File: config.mk
export PLATFORM = sky130hd
export DESIGN_NAME = vec_mem_bridge_flat
export DESIGN_NICKNAME = d
export VERILOG_FILES = /design/src/rtl/vec_mem_bridge_if.sv /design/src/rtl/vec_mem_bridge.sv /design/src/flat_wrapper.sv
export SDC_FILE = /design/constraint.sdc
export NUM_CORES = 1
export LEC_CHECK = 0
export BUFFER_PORTS_ARGS = -buffer_cell sky130_fd_sc_hd__buf_2
export CAP_MARGIN = 0
export CORE_MARGIN = 4
export CORE_UTILIZATION = 40
export DETAILED_ROUTE_END_ITERATION = 16
export GPL_TIMING_DRIVEN = 0
export SETUP_SLACK_MARGIN = 0.4
export SYNTH_ARGS = -nofsm -noshare
export SYNTH_HDL_FRONTEND = slang
export SYNTH_SLANG_ARGS = --single-unit
File: constraint.sdc
create_clock -name clk -period 14.7 [get_ports clk]
set_input_delay 0.735 -clock clk [delete_from_list [all_inputs] [get_ports clk]]
set_output_delay 0.735 -clock clk [all_outputs]
set_load 0.005 [all_outputs]
File: src/rtl/vec_mem_bridge_if.sv
// rtl/vec_mem_bridge_if.sv - coprocessor-side and memory-side signals of the vector memory bridge
interface vec_mem_bridge_if #(
  parameter int ADDR_W = 12,
  parameter int DATA_W = 32
);
  logic              req_valid;
  logic              req_ready;
  logic              is_vstype;
  logic [ADDR_W-1:0] v_data_addr;
  logic [DATA_W-1:0] v_store_data_0, v_store_data_1, v_store_data_2, v_store_data_3;
  logic [DATA_W-1:0] v_load_data_0, v_load_data_1, v_load_data_2, v_load_data_3;
  logic              done;
  logic              busy;
  logic              mem_req;
  logic              mem_grant;
  logic [ADDR_W-1:0] mem_addr;
  logic [3:0]        mem_we;
  logic [DATA_W-1:0] mem_wdata;
  logic [DATA_W-1:0] mem_rdata;

  modport slave (
    input  req_valid, is_vstype, v_data_addr,
    input  v_store_data_0, v_store_data_1, v_store_data_2, v_store_data_3,
    input  mem_grant, mem_rdata,
    output req_ready, done, busy,
    output v_load_data_0, v_load_data_1, v_load_data_2, v_load_data_3,
    output mem_req, mem_addr, mem_we, mem_wdata
  );

  modport master (
    output req_valid, is_vstype, v_data_addr,
    output v_store_data_0, v_store_data_1, v_store_data_2, v_store_data_3,
    output mem_grant, mem_rdata,
    input  req_ready, done, busy,
    input  v_load_data_0, v_load_data_1, v_load_data_2, v_load_data_3,
    input  mem_req, mem_addr, mem_we, mem_wdata
  );
endinterface

File: src/rtl/vec_mem_bridge.sv
// rtl/vec_mem_bridge.sv - serialises a 4-lane vector load/store into granted single-word memory beats
module vec_mem_bridge #(
  parameter int ADDR_W = 12,
  parameter int DATA_W = 32,
  parameter int LANES  = 4
) (
  input logic             clk,
  input logic             rst,
  vec_mem_bridge_if.slave bus
);
  localparam int KW = $clog2(LANES);

  typedef enum logic [2:0] {IDLE, STORE, LOAD, LDRAIN, DONE} state_t;

  state_t            state, state_next;
  logic [ADDR_W-1:0] base;
  logic [KW-1:0]     k;
  logic [KW-1:0]     pend_lane;
  logic              pend;
  logic [DATA_W-1:0] st_lane [LANES];
  logic [DATA_W-1:0] ld_lane [LANES];
  logic              accept;
  logic              beat;
  logic              last;
  logic [ADDR_W-1:0] addr_k;

  assign addr_k = base + ADDR_W'(k);
  assign last   = (k == KW'(LANES - 1));

  always_ff @(posedge clk or posedge rst) begin
    if (rst) state <= IDLE;
    else     state <= state_next;
  end

  // mem_we is gated by the grant here so a stalled store beat never writes
  always_comb begin
    state_next    = state;
    accept        = 1'b0;
    beat          = 1'b0;
    bus.req_ready = 1'b0;
    bus.busy      = 1'b1;
    bus.done      = 1'b0;
    bus.mem_req   = 1'b0;
    bus.mem_we    = 4'h0;
    bus.mem_addr  = '0;
    bus.mem_wdata = '0;
    case (state)
      IDLE: begin
        bus.req_ready = 1'b1;
        bus.busy      = 1'b0;
        if (bus.req_valid) begin
          accept     = 1'b1;
          state_next = bus.is_vstype ? STORE : LOAD;
        end
      end
      STORE: begin
        bus.mem_req   = 1'b1;
        bus.mem_addr  = addr_k;
        bus.mem_wdata = st_lane[k];
        if (bus.mem_grant) begin
          bus.mem_we = 4'hF;
          beat       = 1'b1;
          if (last) state_next = DONE;
        end
      end
      LOAD: begin
        bus.mem_req  = 1'b1;
        bus.mem_addr = addr_k;
        if (bus.mem_grant) begin
          beat = 1'b1;
          if (last) state_next = LDRAIN;
        end
      end
      LDRAIN:  state_next = DONE;
      DONE: begin
        bus.done   = 1'b1;
        state_next = IDLE;
      end
      default: state_next = IDLE;
    endcase
  end

  // Read data returns one cycle after its granted beat, so the lane index rides along in pend_lane
  always_ff @(posedge clk or posedge rst) begin
    if (rst) begin
      base      <= '0;
      k         <= '0;
      pend      <= 1'b0;
      pend_lane <= '0;
      for (int i = 0; i < LANES; i++) begin
        st_lane[i] <= '0;
        ld_lane[i] <= '0;
      end
    end else begin
      pend <= beat && (state == LOAD);
      if (accept) begin
        base       <= bus.v_data_addr;
        k          <= '0;
        st_lane[0] <= bus.v_store_data_0;
        st_lane[1] <= bus.v_store_data_1;
        st_lane[2] <= bus.v_store_data_2;
        st_lane[3] <= bus.v_store_data_3;
      end else if (beat) begin
        k <= k + 1'b1;
        if (state == LOAD) pend_lane <= k;
      end
      if (pend) ld_lane[pend_lane] <= bus.mem_rdata;
    end
  end

  assign bus.v_load_data_0 = ld_lane[0];
  assign bus.v_load_data_1 = ld_lane[1];
  assign bus.v_load_data_2 = ld_lane[2];
  assign bus.v_load_data_3 = ld_lane[3];
endmodule
File: src/flat_wrapper.sv
// flat-port wrapper written by rule: the top's interface ports become plain ports
module vec_mem_bridge_flat 
#(
  parameter int ADDR_W = 12,
  parameter int DATA_W = 32,
  parameter int LANES  = 4
)
  (clk, rst, bus_req_valid, bus_is_vstype, bus_v_data_addr, bus_v_store_data_0, bus_v_store_data_1, bus_v_store_data_2, bus_v_store_data_3, bus_mem_grant, bus_mem_rdata, bus_req_ready, bus_done, bus_busy, bus_v_load_data_0, bus_v_load_data_1, bus_v_load_data_2, bus_v_load_data_3, bus_mem_req, bus_mem_addr, bus_mem_we, bus_mem_wdata);
  vec_mem_bridge_if #(.ADDR_W(ADDR_W), .DATA_W(DATA_W)) bus_i ();
  input logic clk;
  input logic rst;
  input wire logic [$bits(bus_i.req_valid)-1:0] bus_req_valid;
  input wire logic [$bits(bus_i.is_vstype)-1:0] bus_is_vstype;
  input wire logic [$bits(bus_i.v_data_addr)-1:0] bus_v_data_addr;
  input wire logic [$bits(bus_i.v_store_data_0)-1:0] bus_v_store_data_0;
  input wire logic [$bits(bus_i.v_store_data_1)-1:0] bus_v_store_data_1;
  input wire logic [$bits(bus_i.v_store_data_2)-1:0] bus_v_store_data_2;
  input wire logic [$bits(bus_i.v_store_data_3)-1:0] bus_v_store_data_3;
  input wire logic [$bits(bus_i.mem_grant)-1:0] bus_mem_grant;
  input wire logic [$bits(bus_i.mem_rdata)-1:0] bus_mem_rdata;
  output wire logic [$bits(bus_i.req_ready)-1:0] bus_req_ready;
  output wire logic [$bits(bus_i.done)-1:0] bus_done;
  output wire logic [$bits(bus_i.busy)-1:0] bus_busy;
  output wire logic [$bits(bus_i.v_load_data_0)-1:0] bus_v_load_data_0;
  output wire logic [$bits(bus_i.v_load_data_1)-1:0] bus_v_load_data_1;
  output wire logic [$bits(bus_i.v_load_data_2)-1:0] bus_v_load_data_2;
  output wire logic [$bits(bus_i.v_load_data_3)-1:0] bus_v_load_data_3;
  output wire logic [$bits(bus_i.mem_req)-1:0] bus_mem_req;
  output wire logic [$bits(bus_i.mem_addr)-1:0] bus_mem_addr;
  output wire logic [$bits(bus_i.mem_we)-1:0] bus_mem_we;
  output wire logic [$bits(bus_i.mem_wdata)-1:0] bus_mem_wdata;
  assign bus_i.req_valid = bus_req_valid;
  assign bus_i.is_vstype = bus_is_vstype;
  assign bus_i.v_data_addr = bus_v_data_addr;
  assign bus_i.v_store_data_0 = bus_v_store_data_0;
  assign bus_i.v_store_data_1 = bus_v_store_data_1;
  assign bus_i.v_store_data_2 = bus_v_store_data_2;
  assign bus_i.v_store_data_3 = bus_v_store_data_3;
  assign bus_i.mem_grant = bus_mem_grant;
  assign bus_i.mem_rdata = bus_mem_rdata;
  assign bus_req_ready = bus_i.req_ready;
  assign bus_done = bus_i.done;
  assign bus_busy = bus_i.busy;
  assign bus_v_load_data_0 = bus_i.v_load_data_0;
  assign bus_v_load_data_1 = bus_i.v_load_data_1;
  assign bus_v_load_data_2 = bus_i.v_load_data_2;
  assign bus_v_load_data_3 = bus_i.v_load_data_3;
  assign bus_mem_req = bus_i.mem_req;
  assign bus_mem_addr = bus_i.mem_addr;
  assign bus_mem_we = bus_i.mem_we;
  assign bus_mem_wdata = bus_i.mem_wdata;
  vec_mem_bridge #(.ADDR_W(ADDR_W), .DATA_W(DATA_W), .LANES(LANES)) u_core (.clk(clk), .rst(rst), .bus(bus_i));
endmodule
## Word level (Yosys, flattened, before mapping)

Index checks and enable logic that the tools add are counted.

- $add $sub $neg: 2
- Order comparisons: 3
- Eq/ne operators: 10
- Mux-type cells: 27
- Bitwise gates (word level): 3
- Reduce and logical (&&, ||, !) cells: 7

Operators with widths:

| operator | count |
|---|---|
| $bwmux 128 | 1 |
| $mux 32 | 4 |
| $bmux 32 s2 | 1 |
| $demux 32 s2 | 1 |
| $mux 3 | 5 |
| $add 12x2->12 | 1 |
| $mux 12 | 1 |
| $pmux 3 s4 | 1 |
| $mux 1 | 8 |
| $mux 4 | 2 |
| $eq 3x2->1 const B | 2 |
| $ge 3x3->1 const B | 2 |
| $mux 2 | 3 |
| $ne 2x2->1 const B | 3 |
| $not 2->3 | 2 |
| $reduce_and 5->1 | 1 |
| $ne 2x1->1 const B | 2 |
| $eq 3x1->1 const B | 1 |
| $eq 3x3->1 const B | 1 |
| $logic_not 3->1 | 1 |
| $lt 3x1->1 const B | 1 |
| $reduce_and 3->1 | 1 |
| $add 2x1->2 const B | 1 |
| $eq 2x2->1 const B | 1 |
| other kinds (4) | 5 |

- Bits in registers: 276
- Input port bits: 177
- Output and inout port bits: 180
- Logic and storage cells: 65

## Depth between registers and ports, before layout

- Word-level depth: 6
- Depth in mapped cells: 6
- Depth with buffers taken out: 5

## Least setup slack after synthesis

OpenSTA, ideal clock, no wires.

- Kind: reg-to-output
- Start: register u_core.k[0]
- End: output port bus_mem_addr[10]
- Arrival time: 1,565 ps
- Data required time: 13,965 ps
- Slack: 12,400 ps
- Cell stages (with the launch flop): 6
- Path buffers: 0
- Cells stage by stage: dfrtp_1 ha_1 fa_1 nand4_1 or4_1 a21oi_1

- Cells in the longest elaborated chain, start to end: 2

RTL lines:

| item | line | text |
|---|---|---|
| from (decl) | vec_mem_bridge.sv:17 | `logic [KW-1:0] k;` |
| from (signal assigned) | vec_mem_bridge.sv:104 | `k <= k + 1'b1;` |
| $add 12x2->12 | vec_mem_bridge.sv:27 | `assign addr_k = base + ADDR_W'(k);` |
| $mux 12 | vec_mem_bridge.sv:47 | `case (state)` |
| to (decl) | flat_wrapper.sv:29 | `output wire logic [$bits(bus_i.mem_addr)-1:0] bus_mem_addr;` |

Every way passes these cells.

## Worst setup path after layout

- Start: register u_core.state[2]
- End: output port bus_mem_we[1]

- Cells in the longest elaborated chain, start to end: 2

RTL lines:

| item | line | text |
|---|---|---|
| from (decl) | vec_mem_bridge.sv:15 | `state_t state, state_next;` |
| from (signal assigned) | vec_mem_bridge.sv:32 | `else state <= state_next;` |
| $eq 3x1->1 | vec_mem_bridge.sv:47 |  |
| $mux 4 | vec_mem_bridge.sv:47 |  |
| to (decl) | flat_wrapper.sv:30 | `output wire logic [$bits(bus_i.mem_we)-1:0] bus_mem_we;` |

Every way passes these cells.

==> metrics.md <==
| Metric | Value |
|---|---|
| Clock H-tree levels | 1 |
| Gate Count Post-Synth | 741 |
| First-pass GRT wire length | 47000 um |
| Static leakage | 6.99 nW |
| Post-synth ARST share | 100% |
| Vias | 7640 |
| Pre-antenna DRT Iters | 4 |
| Clock Skews | 0.0214 ns |
| CTS tree | yes |
| Root buffer cell | clkbuf_16 |
| Syn avg cell area | 15.7 sq um |
| CTS clk-pin slew, worst paths | 0.06 ns |
| Die area | 32000 sq um |
| Sequential share of power | 39.7% |
| PwrDens | 219 nW/um^2 |
| Initial Util | 40.6% |
| Nets@finish | 1313 |
| I/O pins | 357 |
| Status | finished clean |
| Die Ht | 179 um |
| Max Root-Sink Buffers | 3 |
| Routed WL | 30900 um |
| Sw Share | 31.0% |
| Most frequent cell after synthesis | dfrtp_1 |
| Post-cts sizing count | 0 |
| Fraction of layout cells with a size suffix above 1 | 55.5% |
| Max-cap viol count | 0 |
| DR iter-0 viols | 226 |
| WS Path Type | reg -> out |
| CP cell instances | clkinv_1 > nand3_1 > clkbuf_1 > nor2_1 > buf_4 > buf_2 |
| Data arrival, critical path | 2.78 ns |
| Post-synth EDFFs | 0 |
| Fmax | 284 MHz |
| Site Rows | 62 |
| Post-synthesis sequential area ratio | 59.2% |
| Total track usage | 19.0% |
| HPWL Detailed | 22700 um |
| Clock share of power | 23.0% |
| Antenna violations before repair | 20 |
| Post CTS Setup Buffer Count | 0 |
| Post-Syn Area | 11700 sq um |
| Final Cycle Share | 23.9% |
| Synth unique cells | 35 |
| Comb pwr share | 37.3% |
| Port Buf Inserts | 356 |
| Final hold violation count | 0 |
| Sw Pwr | 1.02 mW |
| RSZ-0062 raised after global routing | false |
| Number of global-route vias before repair | 8111 |
| Worst Setup Start Kind | flop |
| PnR worst setup slack | 11.18 ns |
| Power Internal | 2.27 mW |
| Core box area | 28700 sq um |
| Ys Warns | 0 |
| Slowest cell delay on critical path | 0.57 ns |
| Largest net degree at the start of global routing | 121 |
| Pre-CTS setup slack | 11.62 ns |
| Hold Path Class | in -> async |
| Main synth FF type | dfrtp_1 |
| Dominant cells by area after synthesis | dfrtp_1, mux2_2, mux2_1 |
| Critical Path End Type | output pin |
| Hold-fix buffers, CTS | 0 |
| Synth area leader | dfrtp_1 |
| Synth Register Bits | 276 |
| DRC | 0 |
| Rel. slew slack | 49.3% |
| Layout area overhead | 28.7% |
| Synth top area share | 59.2% |
| Die width | 179 um |
| Num CTS Buffers | 31 |
| Clock Latency Late Sink | 0.56 ns |
| Post-route ant nets | 0 |
| Worst vdd ir | 0.120 mV |
| Mapped Nets | 922 |
| Finish-stage setup viols | 0 |
| Wire length per cell | 20.0 um |
| CTS sink cnt | 276 |
| Crit path time final | 3.52 ns |
| WP data required | 13.97 ns |
| Final global-route overflow total | 0 |
| Total power | 3.29 mW |
| Reg2reg path depth | 5 |
| Post-synth top cells | dfrtp_1, mux2_2, mux2_1 |
| Max-slew violations | 0 |
| Slowest CP cell | clkbuf_1 |
| CP Max Fanout | 10 |
| Vias per cell | 4.94 |
| Setup_tns | 0 ns |
| Final GP Congestion | 0.760 |
| Worst-margin pin slew | 0.760 ns |
metal layers:
metal,part of all wire (%),track usage (%)
met1,40,23.6
met2,47,31.2
met3,9.9,7.28
met4,2.5,4.96
met5,0.36,0
path summary, 6_finish.rpt:
path / from / to / slack, ns
min in group clk: bus_v_data_addr[2] / u_core.base[2]$_DFFE_PP0P_ / 0.39
worst min register to register: u_core.st_lane[45]$_DFFE_PP0P_ / u_core.st_lane[45]$_DFFE_PP0P_ / 0.48
worst max-delay path: u_core.state[2]$_DFFE_PP0P_ / bus_mem_we[1] / 11.18
worst max register to register: u_core.state[0]$_DFFE_PP0P_ / u_core.st_lane[33]$_DFFE_PP0P_ / 12.71
max in group asynchronous: rst / u_core.st_lane[113]$_DFFE_PP0P_ / 13.58
worst min-delay path: rst / u_core.bus.v_load_data_0[24]$_DFFE_PP0P_ / 0.18
area by class of cell:
| cell class | instances | area, sq um |
|---|---|---|
| Antenna cell | 10 | 25.0 |
| Buffer | 44 | 299 |
| Clock buffer | 46 | 902 |
| Clock inverter | 8 | 96.3 |
| Fill cell | 2528 | 13700 |
| Inverter | 13 | 56.3 |
| Multi-Input combinational cell | 408 | 4410 |
| Sequential cell | 276 | 6910 |
| Tap cell | 384 | 480 |
| Timing Repair Buffer | 358 | 1840 |
logic make-up (layout without fill, tap and decap cells):
group | Yosys count | in the layout | synth area share [%]
mux | 299 | 299 | 31.9
flops | 276 | 276 | 59.2
simple gates | 77 | 77 | 3.97
buf+inv | 57 | 469 | 2.98
compound gates | 25 | 25 | 1.19
fa+ha+maj | 4 | 4 | 0.493
xor+xnor | 3 | 3 | 0.225
other cells | 0 | 10 | 0
worst max-delay path, delay by kind of cell, from the launching register on:
family	cells	cell delay [ns]
and+or+nand+nor	2	0.59
buffers and inverters	4	1.14
DFF	1	0.48
metrics by stage:
step	cells	util, %	instance area, sq um	hold slack (ns)
after floorplan	741	-	11700	0.452
after global placement	1481	48.5	13900	0.462
after detailed placement	1483	48.7	14000	0.469
after CTS	1537	52.2	15000	0.187
after global routing	1546	52.3	15000	0.207
final	1547	52.3	15000	0.181
cells in the final DEF (no fill, tap or decap), types with 10 or more instances in the layout:
cell type,count
diode_2,10
o21ai_0,10
mux2_1,100
mux2_2,165
clkbuf_1,14
buf_2,373
inv_1,11
dfrtp_1,276
mux4_2,32
buf_6,11
clkbuf_16,31
nand2_1,11
a21oi_1,10
nor2b_1,33
sequential cells by signal, summed over array words and instances, names as in the netlist:
signal / flops
u_core.state: 3
u_core.base: 12
u_core.bus.v_load_data_0: 32
u_core.bus.v_load_data_3: 32
u_core.pend: 1
u_core.k: 2
u_core.bus.v_load_data_1: 32
u_core.st_lane: 128
u_core.bus.v_load_data_2: 32
u_core.pend_lane: 2
power groups by stage:
| stage | logic, mW | clock network, mW | registers (mW) |
|---|---|---|---|
| 2_1_floorplan | 0.759 | 0 | 1.29 |
| 3_3_place_gp | 1.23 | 0 | 1.31 |
| 3_5_place_dp | 1.26 | 0 | 1.32 |
| 4_1_cts | 1.26 | 0.780 | 1.31 |
| 5_1_grt | 1.36 | 0.810 | 1.35 |
| 6_report | 1.23 | 0.756 | 1.31 |
No activity file was read; power rests on OpenSTA's default activity.
